File: src/rtl/hazard_scoreboard.sv
// hazard_scoreboard: hazard and forwarding controller for the in-order pipeline.
// A DEPTH-entry shift-register scoreboard mirrors the stages after Decode
// (entry 0 = E, entry DEPTH-1 = W). Each entry records whether the instruction
// writes a register, which register, and the stage index at which its result
// becomes forwardable. Stall/flush are combinational; forward selects are
// registered as the D instruction moves into E.
// Optional feature: define HAZARD_PERF_EN to build the stall/redirect counters;
// otherwise both counter ports are tied to zero.
module hazard_scoreboard #(
    parameter int REG_AW   = 5,
    parameter int DEPTH    = 3,
    parameter int ALU_RDY  = 1,
    parameter int LOAD_RDY = 2,
    parameter int FW       = $clog2(DEPTH + 1)
) (
    input  logic              clk,
    input  logic              rst,
    input  logic              d_valid_i,
    input  logic [REG_AW-1:0] rs1_d_i,
    input  logic [REG_AW-1:0] rs2_d_i,
    input  logic [REG_AW-1:0] rd_d_i,
    input  logic              regwrite_d_i,
    input  logic              load_d_i,
    input  logic              redirect_e_i,
    input  logic              hold_i,
    output logic              stall_f_o,
    output logic              stall_d_o,
    output logic              flush_d_o,
    output logic              flush_e_o,
    output logic [FW-1:0]     fwd_a_e_o,
    output logic [FW-1:0]     fwd_b_e_o,
    output logic [31:0]       stall_cnt_o,
    output logic [31:0]       flush_cnt_o
);

    localparam logic [FW-1:0] ALU_RDY_V  = FW'(ALU_RDY);
    localparam logic [FW-1:0] LOAD_RDY_V = FW'(LOAD_RDY);

    // Scoreboard contents, one entry per tracked stage.
    logic [DEPTH-1:0]  valid_reg;
    logic [REG_AW-1:0] rd_reg  [DEPTH];
    logic [FW-1:0]     rdy_reg [DEPTH];

    // Per-entry match and "result not yet forwardable" flags for both sources.
    logic [DEPTH-1:0]  hit1;
    logic [DEPTH-1:0]  hit2;
    logic [DEPTH-1:0]  early;

    logic              haz1;
    logic              haz2;
    logic [FW-1:0]     sel1;
    logic [FW-1:0]     sel2;
    logic              stall;
    logic              advance;

    // Forward select for a producer sitting in entry i when the consumer
    // reaches E: it will then be one stage further on. The last stage is
    // covered by register-file write-through, so it selects the register file.
    function automatic logic [FW-1:0] stage_sel(input int i);
        if (i + 1 <= DEPTH - 1) begin
            return FW'(i + 1);
        end
        return '0;
    endfunction

    generate
        for (genvar gi = 0; gi < DEPTH; gi++) begin : g_match
            assign hit1[gi]  = valid_reg[gi] && (rd_reg[gi] == rs1_d_i) && (rs1_d_i != '0);
            assign hit2[gi]  = valid_reg[gi] && (rd_reg[gi] == rs2_d_i) && (rs2_d_i != '0);
            // Producer one stage ahead of its ready point still cannot forward.
            assign early[gi] = (FW'(gi + 1) < rdy_reg[gi]);
        end
    endgenerate

    // Youngest matching writer (lowest index) decides hazard and forward select.
    always_comb begin
        haz1 = 1'b0;
        haz2 = 1'b0;
        sel1 = '0;
        sel2 = '0;
        for (int i = DEPTH - 1; i >= 0; i--) begin
            if (hit1[i]) begin
                haz1 = early[i];
                sel1 = stage_sel(i);
            end
            if (hit2[i]) begin
                haz2 = early[i];
                sel2 = stage_sel(i);
            end
        end
    end

    assign stall   = d_valid_i && (haz1 || haz2);
    assign advance = d_valid_i && !stall && !redirect_e_i;

    // Pipeline control outputs with hold > redirect > stall priority.
    always_comb begin
        stall_f_o = 1'b0;
        stall_d_o = 1'b0;
        flush_d_o = 1'b0;
        flush_e_o = 1'b0;
        if (hold_i) begin
            stall_f_o = 1'b1;
            stall_d_o = 1'b1;
        end else if (redirect_e_i) begin
            flush_d_o = 1'b1;
            flush_e_o = 1'b1;
        end else if (stall) begin
            stall_f_o = 1'b1;
            stall_d_o = 1'b1;
            flush_e_o = 1'b1;
        end
    end

    // Scoreboard shift: entry 0 takes the advancing D instruction or a bubble.
    always_ff @(posedge clk or negedge rst) begin
        if (!rst) begin
            valid_reg <= '0;
            for (int i = 0; i < DEPTH; i++) begin
                rd_reg[i]  <= '0;
                rdy_reg[i] <= '0;
            end
        end else if (!hold_i) begin
            valid_reg[0] <= advance && regwrite_d_i && (rd_d_i != '0);
            rd_reg[0]    <= rd_d_i;
            rdy_reg[0]   <= load_d_i ? LOAD_RDY_V : ALU_RDY_V;
            for (int i = 1; i < DEPTH; i++) begin
                valid_reg[i] <= valid_reg[i-1];
                rd_reg[i]    <= rd_reg[i-1];
                rdy_reg[i]   <= rdy_reg[i-1];
            end
        end
    end

    // Forward selects follow the instruction into E; bubbles select the register file.
    always_ff @(posedge clk or negedge rst) begin
        if (!rst) begin
            fwd_a_e_o <= '0;
            fwd_b_e_o <= '0;
        end else if (!hold_i) begin
            fwd_a_e_o <= advance ? sel1 : '0;
            fwd_b_e_o <= advance ? sel2 : '0;
        end
    end

`ifdef HAZARD_PERF_EN
    logic [31:0] stall_cnt_reg;
    logic [31:0] flush_cnt_reg;

    // Saturating counts of recorded stall cycles and accepted redirects.
    always_ff @(posedge clk or negedge rst) begin
        if (!rst) begin
            stall_cnt_reg <= '0;
            flush_cnt_reg <= '0;
        end else if (!hold_i) begin
            if (stall && !redirect_e_i && (stall_cnt_reg != 32'hFFFF_FFFF)) begin
                stall_cnt_reg <= stall_cnt_reg + 32'd1;
            end
            if (redirect_e_i && (flush_cnt_reg != 32'hFFFF_FFFF)) begin
                flush_cnt_reg <= flush_cnt_reg + 32'd1;
            end
        end
    end

    assign stall_cnt_o = stall_cnt_reg;
    assign flush_cnt_o = flush_cnt_reg;
`else
    assign stall_cnt_o = 32'd0;
    assign flush_cnt_o = 32'd0;
`endif

endmodule

File: config.mk
export PLATFORM = sky130hd
export DESIGN_NAME = hazard_scoreboard
export DESIGN_NICKNAME = d
export VERILOG_FILES = /design/src/rtl/hazard_scoreboard.sv
export SDC_FILE = /design/constraint.sdc
export NUM_CORES = 1
export LEC_CHECK = 0
export CORE_MARGIN = 2
export CORE_UTILIZATION = 38
export CTS_CLUSTER_DIAMETER = 80
export DETAILED_ROUTE_END_ITERATION = 10
export HOLD_SLACK_MARGIN = 0.02
export PLACE_DENSITY = 0.8
export REMOVE_ABC_BUFFERS = 1
export SLEW_MARGIN = 20
export SYNTH_ARGS = -nofsm -noshare
export SYNTH_HDL_FRONTEND = slang
export SYNTH_SLANG_ARGS = --single-unit
export TNS_END_PERCENT = 20
File: constraint.sdc
create_clock -name clk -period 2 [get_ports clk]
set_clock_uncertainty 0.15 [all_clocks]
set_input_delay 0.3 -clock clk [delete_from_list [all_inputs] [get_ports clk]]
set_output_delay 0.3 -clock clk [all_outputs]
set_load 0.02 [all_outputs]
# Word level (Yosys, flattened, before mapping)
# Cells that the tools add are included.
# totals
latchBits,0
inputBits,22
romBits,0
reg_bits,28
mem_count,0
mem_bits_rw,0
# op_classes
reduce_logical,23
multipliers,0
shift,0
eq_ne,6
div_mod_pow,0
addsub,0
muxes,28
order_cmp,3
n_bitwise,0
# ops
operator,count
$eq A5 B5 Y1,6
$mux W1,19
$mux W2,9
$logic_and A1 B1 Y1,17
$reduce_bool A5 Y1,3
$lt A2 B2 Y1 const A,2
$logic_not A1 Y1,2
$lt A1 B2 Y1 const A,1
$logic_or A1 B1 Y1,1

# Logic depth before layout (Yosys ltp)
# logic_depth
word_depth,13
ltp_mapped,6

# Least setup slack after synthesis
# OpenSTA, ideal clock, no wires.
# synth_timing
path_type,flip-flop to output port
start,register rd_reg[5] (netlist name)
end,output stall_f_o
t_required_ns,1.550
slack_ns,-0.331
stages_incl_launch_ff,7
arrival_time_ns,1.881
n_path_buf,1
path_cell_list,dfrtp_1 > xor2_1 > nor4_1 > o2111a_2 > o211ai_4 > a31oi_1 > buf_4
# synth_via
elab_chain_cells,10
elab_cells_between_ends,15
# synth_rtl
item,line,text
start: declaration,41,logic [REG_AW-1:0] rd_reg [DEPTH];
start signal: indexed assignment,129,rd_reg[i] <= rd_reg[i-1];
"$eq A5 B5 Y1, on equally long branches","68, 69",
"$logic_and A1 B1 Y1, on equally long branches (2 in a row)","68, 69",
"$mux W1, on equally long branches (2 in a row)","82, 86",
$logic_or A1 B1 Y1 (*),93,assign stall = d_valid_i && (haz1 || haz2);
$logic_and A1 B1 Y1 (*),93,
$mux W1 (*) (3 in a row),-,
end: declaration,26,"output logic stall_f_o,"
# Every way passes the cells marked *; elsewhere a longest branch is shown, timed or not.

# Worst setup path in the final report
# layout_timing
start,register rd_reg[9] (netlist name)
end,output flush_e_o
# layout_via
elab_chain_cells,10
elab_cells_between_ends,15
# layout_rtl
item,line,text
"$eq A5 B5 Y1, on equally long branches","68, 69",
"$logic_and A1 B1 Y1, on equally long branches (2 in a row)","68, 69",
"$mux W1, on equally long branches (2 in a row)","82, 86",
$logic_or A1 B1 Y1 (*),93,
$logic_and A1 B1 Y1 (*),93,
$mux W1 (*),108,end else if (stall) begin
$mux W1 (*),105,end else if (redirect_e_i) begin
$mux W1 (*),102,if (hold_i) begin
end: declaration,29,"output logic flush_e_o,"
# Marked as above.

==> summary.txt <==
Critical path
  • Crit path DAT: 1.92 ns
  • Crit. End Element: primary output
  • Crit Path Max Fanout: 3
  • R2R cell count: 7
  • Setup crit start: rd_reg[9]$_DFFE_PN0N_
  • Worst reg-to-reg setup slack: -0.05 ns
  • Worst endpoint required time: 1.55 ns
  • Startpoint Class: flip-flop
  • RR Startpoint: rd_reg[13]$_DFFE_PN0N_
  • Worst setup path endpoint: flush_e_o
  • Kind of critical path: flip-flop to primary output
  • Worst r2r dst: fwd_a_e_o[1]$_DFFE_PN0N_

STA
  • Min cycle time layout: 2.37 ns
  • Post-route setup slack: -0.371 ns
  • RSZ-0062 raised after global routing: true
  • Max-slew violation count: 0
  • Tcrit/Tclk final: 119%
  • Final hold vios: 0
  • Hold slack: 0.219 ns
  • # setup viols final: 4
  • Max Freq: 422 MHz

Route
  • DR vias: 1136
  • TritonRoute pass-1 iters: 4
  • Routed wire length: 3.07 mm
  • Antenna Nets Post-Route: 0
  • Drc violations: 0
  • 1st-iter DRT viols: 13
  • Routed WL per cell: 11.3 um
  • DR vias/cell: 4.18

Status
  • Status: finished, violations left
  • Failing checks: negative setup slack

Yosys
  • Yosys top cell area share: 30.7%
  • Syn Inst Count: 166
  • Syn Area/Cell: 9.84 um^2
  • Synth cell count leaders: buf_4 (65), dfrtp_1 (20), mux2_2 (14)
  • Most common cell in the synthesized netlist: buf_4
  • Top cells by area, synth: dfrtp_1 (31%), buf_4 (30%), mux2_2 (9.7%), xnor2_1 (6.4%), xor2_1 (4.3%)
  • Dominant cell type by area after synthesis: dfrtp_1
  • Cell Area, Synth: 0.00163 mm^2
  • Asr flop ratio synth: 100%
  • Number of synthesized flops with an enable pin: 0
  • Unique cell type count in the Yosys netlist: 29
  • Flops & latches, synth: 20
  • Main synth FF type: dfrtp_1
  • Post-synthesis sequential area ratio: 30.7%
  • Yosys warnings: 0

Floorplanning
  • Placeable Area: 0.00406 mm^2
  • Initial core utilization: 40.2%
  • Die Y: 69.6 um
  • Die X-Extent: 69.6 um
  • I/O Pins: 94
  • Site Rows: 23
  • Full die area: 0.00484 mm^2

Placed design
  • Worst slack, placed: -1.08 ns
  • GPL Wtd Cong: 0.840
  • Post-DP Area: 0.00189 mm^2
  • Post-DP HPWL: 2.58 mm
  • Dpl cells: 263
  • PortBufs: 29

Pwr
  • PD cells: 621 mW/mm^2
  • Leakage Power: 0.955 nW
  • Final Total Pwr: 1.25 mW
  • Worst vdd ir: 504 uV

Cells and area
  • Layout cells sized above 1: 27.5%
  • Post-route insts no fill: 272
  • Antenna diode count: 0
  • Design area: 0.00202 mm^2
  • Synthesis-to-finish area growth: 23.4%
  • Largest register FFs: 10
  • Final #Nets: 245

Clocking
  • Max clock buf depth: 2
  • CTS Sinks: 20
  • Worst-path clk slew: 0.08 ns
  • TritonCTS buffer count: 3
  • CTS tree: yes
  • Htree depth: 1
  • Clock root buffer: clkbuf_8
  • Clock Latency Late Sink: 0.26 ns

GRT
  • First-pass GRT wire length: 4.88 mm
  • Vias in the first global route: 1109
  • Largest net degree at the start of global routing: 24
  • Initial antenna violation count: 0
  • Overall routing resource usage: 12.7%
  • GR Overflow Total: 0

Worst hold path
  • Worst min path class: input port to asynchronous set/reset pin

Flow run
  • Max cap viols: 0
==> logic make-up after synthesis <==
logic type                share of synthesized area (%)
AOI/OAI and AO/OA                                  8.73
xor gates and xnor gates                           10.7
buffers and inverters                              31.1
DFF                                                30.7
muxes                                              9.66
other                                             0.230
and+or+nand+nor                                    8.89
==> layer usage <==
layer	track usage [%]	vias to the layer above	routed length (um)
met5	0	-	0
met4	5.23	0	28
met3	2.03	5	206
met2	23.2	57	1620
met1	14.6	530	1220
li1	-	544	-
==> report_power, final <==
group	internal, mW	total [mW]	switching [mW]
combinational	0.144	0.352	0.208
sequential	0.442	0.491	0.0486
clock	0.267	0.408	0.141
total	0.854	1.25	0.397
==> timing repair <==
action                                  CTS  global route
pin swaps                                12             4
buffers inserted                          3             2
gates resized for setup                  32             3
hold buffers                              0             0
endpoints found under the setup margin    7             7
==> layout make-up <==
class	count	area, um^2
fill	378	2040
tap	50	62.6
sequential	20	502
inverter	2	7.51
clock buffer	3	41.3
clock inverter	1	30.0
timing repair buffer	57	479
multi-input combinational	139	893
==> metrics by stage <==
| step | setup TNS [ns] | util, % |
|---|---|---|
| 2_1_floorplan | -0.784 | - |
| 3_3_place_gp | -4.22 | 46.7 |
| 3_5_place_dp | -4.72 | 46.7 |
| 4_1_cts | -1.17 | 49.0 |
| 5_1_grt | -1.57 | 49.7 |
| 6_report | -1.13 | 49.7 |
==> layout by cell type (no fill, tap or decap), drive strengths merged, types with 3 or more instances in the layout <==
cell type,count
nor2,5
xnor2,12
buf,31
nor3,3
dfrtp,20
dlygate4sd2,11
a32o,5
conb,64
clkdlybuf4s50,15
and2,4
nand2,6
clkbuf,3
xor2,8
mux2,14
==> worst max-delay path, stage by stage (launching register included) <==
cell	delay [ns]
dfrtp_1	0.44
xor2_1	0.17
nor4_2	0.26
o2111a_2	0.29
o211ai_4	0.11
a311oi_2	0.21
buf_4	0.18
==> worst min path at each step <==
stage	startpoint	to	slack, ns	cells after the start
after floorplan	rst	fwd_a_e_o[0]$_DFFE_PN0N_	-0.15	0
after global placement	rdy_reg[4]$_DFFE_PN0N_	rdy_reg[4]$_DFFE_PN0N_	0.32	2
after detailed placement	rdy_reg[4]$_DFFE_PN0N_	rdy_reg[4]$_DFFE_PN0N_	0.33	2
after CTS	rst	rd_reg[5]$_DFFE_PN0N_	0.22	2
after global routing	rst	rd_reg[14]$_DFFE_PN0N_	0.24	2
final	rst	rd_reg[5]$_DFFE_PN0N_	0.22	2
No activity file was read; power rests on OpenSTA's default activity.
